$ cat config.mk
export PLATFORM = sky130hd
export DESIGN_NAME = control_unit
export DESIGN_NICKNAME = d
export VERILOG_FILES = /design/src/rtl/cpu_defs.sv /design/src/rtl/ctrl_decode.sv /design/src/rtl/control_unit.sv
export SDC_FILE = /design/constraint.sdc
export NUM_CORES = 1
export LEC_CHECK = 0
export ABC_AREA = 1
export BUFFER_PORTS_ARGS = -buffer_cell sky130_fd_sc_hd__buf_2
export CELL_PAD_IN_SITES_DETAIL_PLACEMENT = 1
export CELL_PAD_IN_SITES_GLOBAL_PLACEMENT = 1
export CORE_UTILIZATION = 34
export DETAILED_ROUTE_END_ITERATION = 8
export PLACE_DENSITY = 0.74
export SLEW_MARGIN = 20
export SYNTH_ARGS = -nofsm -noshare
export SYNTH_HDL_FRONTEND = slang
export SYNTH_SLANG_ARGS = --single-unit
$ cat constraint.sdc
create_clock -name clk -period 2.3 [get_ports clk]
set_input_delay 0.46 -clock clk [delete_from_list [all_inputs] [get_ports clk]]
set_output_delay 0.46 -clock clk [all_outputs]
set_load 0.005 [all_outputs]
$ cat src/rtl/cpu_defs.sv
// rtl/cpu_defs.sv - shared state encodings, opcode/funct constants and ALU codes
package cpu_defs;

  typedef enum logic [4:0] {
    S_RESET       = 5'd0,
    S_FETCH       = 5'd1,
    S_FETCH_WAIT  = 5'd2,
    S_IR_LOAD     = 5'd3,
    S_DECODE      = 5'd4,
    S_EXEC_R      = 5'd5,
    S_WB_R        = 5'd6,
    S_EXEC_I      = 5'd7,
    S_WB_I        = 5'd8,
    S_ADDR        = 5'd9,
    S_MEM_RD      = 5'd10,
    S_MEM_RD_WAIT = 5'd11,
    S_WB_LW       = 5'd12,
    S_MEM_WR      = 5'd13,
    S_BRANCH      = 5'd14,
    S_JUMP        = 5'd15,
    S_HALT        = 5'd16
  } state_e;

  localparam logic [5:0] OP_RTYPE = 6'h00;
  localparam logic [5:0] OP_J     = 6'h02;
  localparam logic [5:0] OP_BEQ   = 6'h04;
  localparam logic [5:0] OP_BNE   = 6'h05;
  localparam logic [5:0] OP_ADDI  = 6'h08;
  localparam logic [5:0] OP_LW    = 6'h23;
  localparam logic [5:0] OP_SW    = 6'h2B;

  localparam logic [5:0] FN_BREAK = 6'h0D;
  localparam logic [5:0] FN_ADD   = 6'h20;
  localparam logic [5:0] FN_SUB   = 6'h22;
  localparam logic [5:0] FN_AND   = 6'h24;

  localparam logic [2:0] ULA_PASS = 3'b000;
  localparam logic [2:0] ULA_ADD  = 3'b001;
  localparam logic [2:0] ULA_SUB  = 3'b010;
  localparam logic [2:0] ULA_AND  = 3'b011;

  typedef enum logic [2:0] {
    CLS_R      = 3'd0,
    CLS_ADDI   = 3'd1,
    CLS_MEM    = 3'd2,
    CLS_BRANCH = 3'd3,
    CLS_JUMP   = 3'd4,
    CLS_HALT   = 3'd5
  } instr_class_e;

  typedef struct packed {
    logic       pc_write;
    logic [1:0] pc_source;
    logic       iord;
    logic       mem_write;
    logic       ir_write;
    logic       ab_write;
    logic       aluout_write;
    logic       sel_ula_a;
    logic [1:0] sel_ula_b;
    logic [2:0] ula_func;
    logic       reg_write;
    logic       reg_dst;
    logic       mem_to_reg;
    logic       halted;
  } ctrl_t;

endpackage

$ cat src/rtl/ctrl_decode.sv
// rtl/ctrl_decode.sv - classifies opcode/funct into an instruction class and R-type ALU op
module ctrl_decode
  import cpu_defs::*;
(
  input  logic [5:0] opcode,
  input  logic [5:0] funct,
  output logic [2:0] instr_class,
  output logic [2:0] r_ula_func,
  output logic       r_checks_ovflw
);

  always_comb begin
    instr_class    = CLS_HALT;
    r_ula_func     = ULA_ADD;
    r_checks_ovflw = 1'b0;
    case (opcode)
      OP_RTYPE: begin
        case (funct)
          FN_ADD: begin
            instr_class    = CLS_R;
            r_checks_ovflw = 1'b1;
          end
          FN_SUB: begin
            instr_class    = CLS_R;
            r_ula_func     = ULA_SUB;
            r_checks_ovflw = 1'b1;
          end
          // and cannot overflow, so it always writes back
          FN_AND: begin
            instr_class = CLS_R;
            r_ula_func  = ULA_AND;
          end
          FN_BREAK: instr_class = CLS_HALT;
          default:  instr_class = CLS_HALT;
        endcase
      end
      OP_ADDI:       instr_class = CLS_ADDI;
      OP_LW, OP_SW:  instr_class = CLS_MEM;
      OP_BEQ, OP_BNE: instr_class = CLS_BRANCH;
      OP_J:          instr_class = CLS_JUMP;
      default:       instr_class = CLS_HALT;
    endcase
  end

endmodule

$ cat src/rtl/control_unit.sv
// rtl/control_unit.sv - multicycle Moore control FSM with registered datapath controls
module control_unit
  import cpu_defs::*;
(
  input  logic       clk,
  input  logic       reset,
  input  logic [5:0] opcode,
  input  logic [5:0] funct,
  input  logic       ula_zero,
  input  logic       ula_ovflw,
  output logic       pc_write,
  output logic [1:0] pc_source,
  output logic       iord,
  output logic       mem_write,
  output logic       ir_write,
  output logic       ab_write,
  output logic       aluout_write,
  output logic       sel_ula_A,
  output logic [1:0] sel_ula_B,
  output logic [2:0] ula_func,
  output logic       reg_write,
  output logic       reg_dst,
  output logic       mem_to_reg,
  output logic       halted,
  output logic [4:0] state
);

  state_e     state_q, state_d;
  ctrl_t      ctrl_q, ctrl_d;
  logic [2:0] instr_class;
  logic [2:0] r_ula_func;
  logic       r_checks_ovflw;
  logic       branch_taken;

  ctrl_decode u_decode (
    .opcode         (opcode),
    .funct          (funct),
    .instr_class    (instr_class),
    .r_ula_func     (r_ula_func),
    .r_checks_ovflw (r_checks_ovflw)
  );

  always_comb begin
    state_d = state_q;
    unique case (state_q)
      S_RESET:       state_d = S_FETCH;
      S_FETCH:       state_d = S_FETCH_WAIT;
      S_FETCH_WAIT:  state_d = S_IR_LOAD;
      S_IR_LOAD:     state_d = S_DECODE;
      S_DECODE: begin
        case (instr_class)
          CLS_R:      state_d = S_EXEC_R;
          CLS_ADDI:   state_d = S_EXEC_I;
          CLS_MEM:    state_d = S_ADDR;
          CLS_BRANCH: state_d = S_BRANCH;
          CLS_JUMP:   state_d = S_JUMP;
          default:    state_d = S_HALT;
        endcase
      end
      S_EXEC_R:      state_d = (ula_ovflw && r_checks_ovflw) ? S_FETCH : S_WB_R;
      S_EXEC_I:      state_d = ula_ovflw ? S_FETCH : S_WB_I;
      S_ADDR:        state_d = (opcode == OP_SW) ? S_MEM_WR : S_MEM_RD;
      S_MEM_RD:      state_d = S_MEM_RD_WAIT;
      S_MEM_RD_WAIT: state_d = S_WB_LW;
      S_WB_R, S_WB_I, S_WB_LW, S_MEM_WR, S_BRANCH, S_JUMP: state_d = S_FETCH;
      S_HALT:        state_d = S_HALT;
      default:       state_d = S_RESET;
    endcase
  end

  // Controls are precomputed for the state being entered so they leave a flop
  always_comb begin
    ctrl_d = '0;
    case (state_d)
      S_FETCH, S_FETCH_WAIT: begin
        ctrl_d.sel_ula_a = 1'b1;
        ctrl_d.sel_ula_b = 2'b01;
        ctrl_d.ula_func  = ULA_ADD;
      end
      S_IR_LOAD: begin
        ctrl_d.ir_write  = 1'b1;
        ctrl_d.pc_write  = 1'b1;
        ctrl_d.pc_source = 2'b00;
        ctrl_d.sel_ula_a = 1'b1;
        ctrl_d.sel_ula_b = 2'b01;
        ctrl_d.ula_func  = ULA_ADD;
      end
      S_DECODE: begin
        ctrl_d.ab_write     = 1'b1;
        ctrl_d.aluout_write = 1'b1;
        ctrl_d.sel_ula_a    = 1'b1;
        ctrl_d.sel_ula_b    = 2'b11;
        ctrl_d.ula_func     = ULA_ADD;
      end
      S_EXEC_R: begin
        ctrl_d.sel_ula_b    = 2'b00;
        ctrl_d.ula_func     = r_ula_func;
        ctrl_d.aluout_write = 1'b1;
      end
      S_EXEC_I, S_ADDR: begin
        ctrl_d.sel_ula_b    = 2'b10;
        ctrl_d.ula_func     = ULA_ADD;
        ctrl_d.aluout_write = 1'b1;
      end
      S_WB_R: begin
        ctrl_d.reg_write = 1'b1;
        ctrl_d.reg_dst   = 1'b1;
      end
      S_WB_I:                  ctrl_d.reg_write = 1'b1;
      S_MEM_RD, S_MEM_RD_WAIT: ctrl_d.iord = 1'b1;
      S_WB_LW: begin
        ctrl_d.reg_write  = 1'b1;
        ctrl_d.mem_to_reg = 1'b1;
      end
      S_MEM_WR: begin
        ctrl_d.iord      = 1'b1;
        ctrl_d.mem_write = 1'b1;
      end
      S_BRANCH: begin
        ctrl_d.sel_ula_b = 2'b00;
        ctrl_d.ula_func  = ULA_SUB;
        ctrl_d.pc_source = 2'b01;
      end
      S_JUMP: begin
        ctrl_d.pc_write  = 1'b1;
        ctrl_d.pc_source = 2'b10;
      end
      S_HALT:  ctrl_d.halted = 1'b1;
      default: ctrl_d = '0;
    endcase
  end

  always_ff @(posedge clk) begin
    if (reset) begin
      state_q <= S_RESET;
      ctrl_q  <= '0;
    end else begin
      state_q <= state_d;
      ctrl_q  <= ctrl_d;
    end
  end

  // The zero flag is only valid while BRANCH itself runs the compare
  assign branch_taken = ((opcode == OP_BEQ) && ula_zero) || ((opcode == OP_BNE) && !ula_zero);

  assign pc_write     = ctrl_q.pc_write | ((state_q == S_BRANCH) && branch_taken);
  assign pc_source    = ctrl_q.pc_source;
  assign iord         = ctrl_q.iord;
  assign mem_write    = ctrl_q.mem_write;
  assign ir_write     = ctrl_q.ir_write;
  assign ab_write     = ctrl_q.ab_write;
  assign aluout_write = ctrl_q.aluout_write;
  assign sel_ula_A    = ctrl_q.sel_ula_a;
  assign sel_ula_B    = ctrl_q.sel_ula_b;
  assign ula_func     = ctrl_q.ula_func;
  assign reg_write    = ctrl_q.reg_write;
  assign reg_dst      = ctrl_q.reg_dst;
  assign mem_to_reg   = ctrl_q.mem_to_reg;
  assign halted       = ctrl_q.halted;
  assign state        = state_q;

endmodule

==> metrics.txt <==
status=completed; worst reg2reg setup slack=0.43 ns; post-synth top area share=33.6%; Seq cells post-synth=22; Fin Setup TNS=0 ns; reg-to-reg critical path endpoint=ula_func[0]$_SDFF_PP0_; Int Pwr=0.000754 W; clk buf depth=2; Final #Nets=258; slowest CP cell=dfxtp_1; critical path endpoint category=register; total gr overflow=0; Final Util=41.8%; Initial DRC Count=35; most frequent CP cell=nand3_1; initial antenna violation count=0; mapped cell area=1310 µm²; r2r worst-path depth=11; fmax=0.535 GHz; Critical Path Start Type=register; Clock Tree Root=clkbuf_8; Syn Nets=224; hold depth=2; unrepaired setup endpoints after global routing=no; number of max-cap violations=0; share of the yosys chip area belonging to registers=33.6%; post-cts resize count=0; max incr delay on CP=0.37 ns; H-tree Lvls=1; origin of the worst min-delay path=reset; Hold Vio Cnt, Final=0; fillers=531; syn avg cell area=6.30 µm²; Pwr Density=789 nW/µm²; placement row count=22; Crit Path Class=register to register; Tmin final=1.87 ns; post-CTS setup buffers=0; DR vias/cell=4.76; Synth Instances=208; area of the core=3690 µm²; Clock transition at path regs=0.07 ns; area leader, netlist=dfxtp_1; Final HPWL DP=2850 µm; first-pass GRT wire length=5730 µm; Die Y=64.1 µm; IO buf count=37; largest net degree at the start of global routing=16; Yosys warnings=0; most frequent cells in the layout=nand2_1 (41), nor2_1 (38), buf_2 (37); VDD IR max=0.202 mV; CP bufs+invs=1; CTS buffer count=3; critical path arrival=2.02 ns; CP max FO=7; Top delay family on crit path=simple AND/OR/NAND/NOR gates; Final setup viols=0; logic gate share of total power=41.8%; Clock Sink Count=22; via count=1370; Initial Util=35.5%; Ports=39; top post-synthesis cells by area=dfxtp_1 (34%), nand2_1 (12%), nor2_1 (11%); skew final=0.00329 ns; diode count=0; HP Class=primary input to register; drt total wl=3300 µm; number of remaining DRC errors=0; Tot GR Track Use=17.9%; Seq pwr share=40.0%; unique cell type count in the Yosys netlist=27; Chip Width=64.1 µm; DR WL/cell=11.5 µm; commonest non-fill, non-tap cell in the layout=nand2_1; TritonCTS clock tree=built; CP Cell Sequence=inv_2 -> nand3_1 -> nor2_1 -> nand3_1 -> and3_2 -> nand3_1 -> nor2_2 -> nand2_1 -> nand2_1 -> nor2_1 -> nor2_2; CTS Hold Bufs=0; reg-to-reg critical path startpoint=state[4]$_SDFF_PP0_; NetSw=0.000460 W; Final Cycle Share=81.3%; share of layout cells above drive strength 1=24.2%; Final Max Tran Viols=0; Detailed Routing Iterations Pass 1=4; vias in the first global route=1294; post-route ant nets=0; Layout area overhead=17.6%; CP required=2.45 ns; Worst-Skew Late Latency=0.25 ns; Die ar.=4100 µm²; Static Leak=0.827 nW; GPL Wtd Cong=0.791; switching portion of total power=37.9%; Clock power frac=18.2%; max FFs per register=5; Hold EP=ula_func[0]$_SDFF_PP0_
==> synth_stat cells <==
library cell,n
buf_4,7
o22ai_1,1
nand2_1,41
inv_1,27
a31oi_1,1
clkinv_1,1
o211ai_1,1
o21ai_0,1
nand2_2,2
nor2_4,2
nand3b_1,2
nand3_2,1
o21bai_1,1
nand3_1,24
clkbuf_1,1
a31o_2,1
nand4_1,8
dfxtp_1,22
nor3_1,5
nand2_4,1
o21ai_1,3
nor2_2,6
conb_1,1
nor2_1,38
a21oi_1,5
inv_2,4
and3_2,1
==> worst reg2reg max path, stage by stage, from the launching register on <==
cell	delay, ns
dfxtp_1	0.37
inv_2	0.15
nand3_1	0.11
nor2_1	0.19
nand3_1	0.18
and3_2	0.27
nand3_1	0.10
nor2_2	0.05
nand2_1	0.11
nand2_1	0.07
nor2_1	0.14
nor2_2	0.04
==> metal layers <==
metal  wire length (µm)  global-route usage (%)  part of all wire (%)  vias up
li1                   -                       -                     -      721
met5                  0                       0                     0        -
met1               1500                    21.7                    46      617
met2               1620                    31.1                    49       26
met3                103                    2.68                   3.1        6
met4                 71                    7.39                   2.2        0
==> metrics by stage <==
stage,hold slack (ns),worst slack (ns),total power (W),cell area [µm²],instances
6_report,0.540,0.429,0.00121,1540,288
5_1_grt,0.558,0.205,0.00132,1540,288
4_1_cts,0.539,0.427,0.00124,1540,288
3_5_place_dp,0.595,0.193,0.00101,1500,285
3_3_place_gp,0.589,0.240,0.00100,1500,285
2_1_floorplan,0.529,0.540,0.000861,1310,208
==> power by group through the flow <==
stage          Clock (W)  Sequential [W]  Combinational, W
3_5_place_dp           0        0.000497          0.000512
6_report        0.000221        0.000486          0.000508
5_1_grt         0.000241        0.000494          0.000583
2_1_floorplan          0        0.000492          0.000368
4_1_cts         0.000234        0.000488          0.000515
3_3_place_gp           0        0.000497          0.000506
==> area by class of cell <==
| class | count | area, µm² | area share, % |
|---|---|---|---|
| multi-input combinational | 146 | 693 | 45.0 |
| sequential | 22 | 440 | 28.6 |
| timing repair buffer | 37 | 185 | 12.0 |
| inverter | 32 | 120 | 7.80 |
| tap | 48 | 60.1 | 3.90 |
| clock buffer | 3 | 41.3 | 2.68 |
==> how the worst max path moves through the flow <==
stage,endpoint,start,slack (ns),cells past startpoint
after global placement,ula_func[0]$_SDFF_PP0_,funct[4],0.24,14
final,ula_func[0]$_SDFF_PP0_,state[4]$_SDFF_PP0_,0.43,11
after global routing,ula_func[0]$_SDFF_PP0_,state[4]$_SDFF_PP0_,0.21,12
after CTS,ula_func[0]$_SDFF_PP0_,state[2]$_SDFF_PP0_,0.43,13
after detailed placement,ula_func[0]$_SDFF_PP0_,opcode[5],0.19,14
after floorplan,ula_func[0]$_SDFF_PP0_,opcode[5],0.54,13
==> cell families (layout without fill, tap and decap cells) <==
group	count (synthesis)	after routing	share of synthesized area [%]
and+or+nand+nor	131	131	46.4
DFF	22	22	33.6
other	1	1	0.286
buffers and inverters	40	72	13.5
AOI/OAI and AO/OA	14	14	6.21
Note: power is estimated with default switching activity, not from simulation.
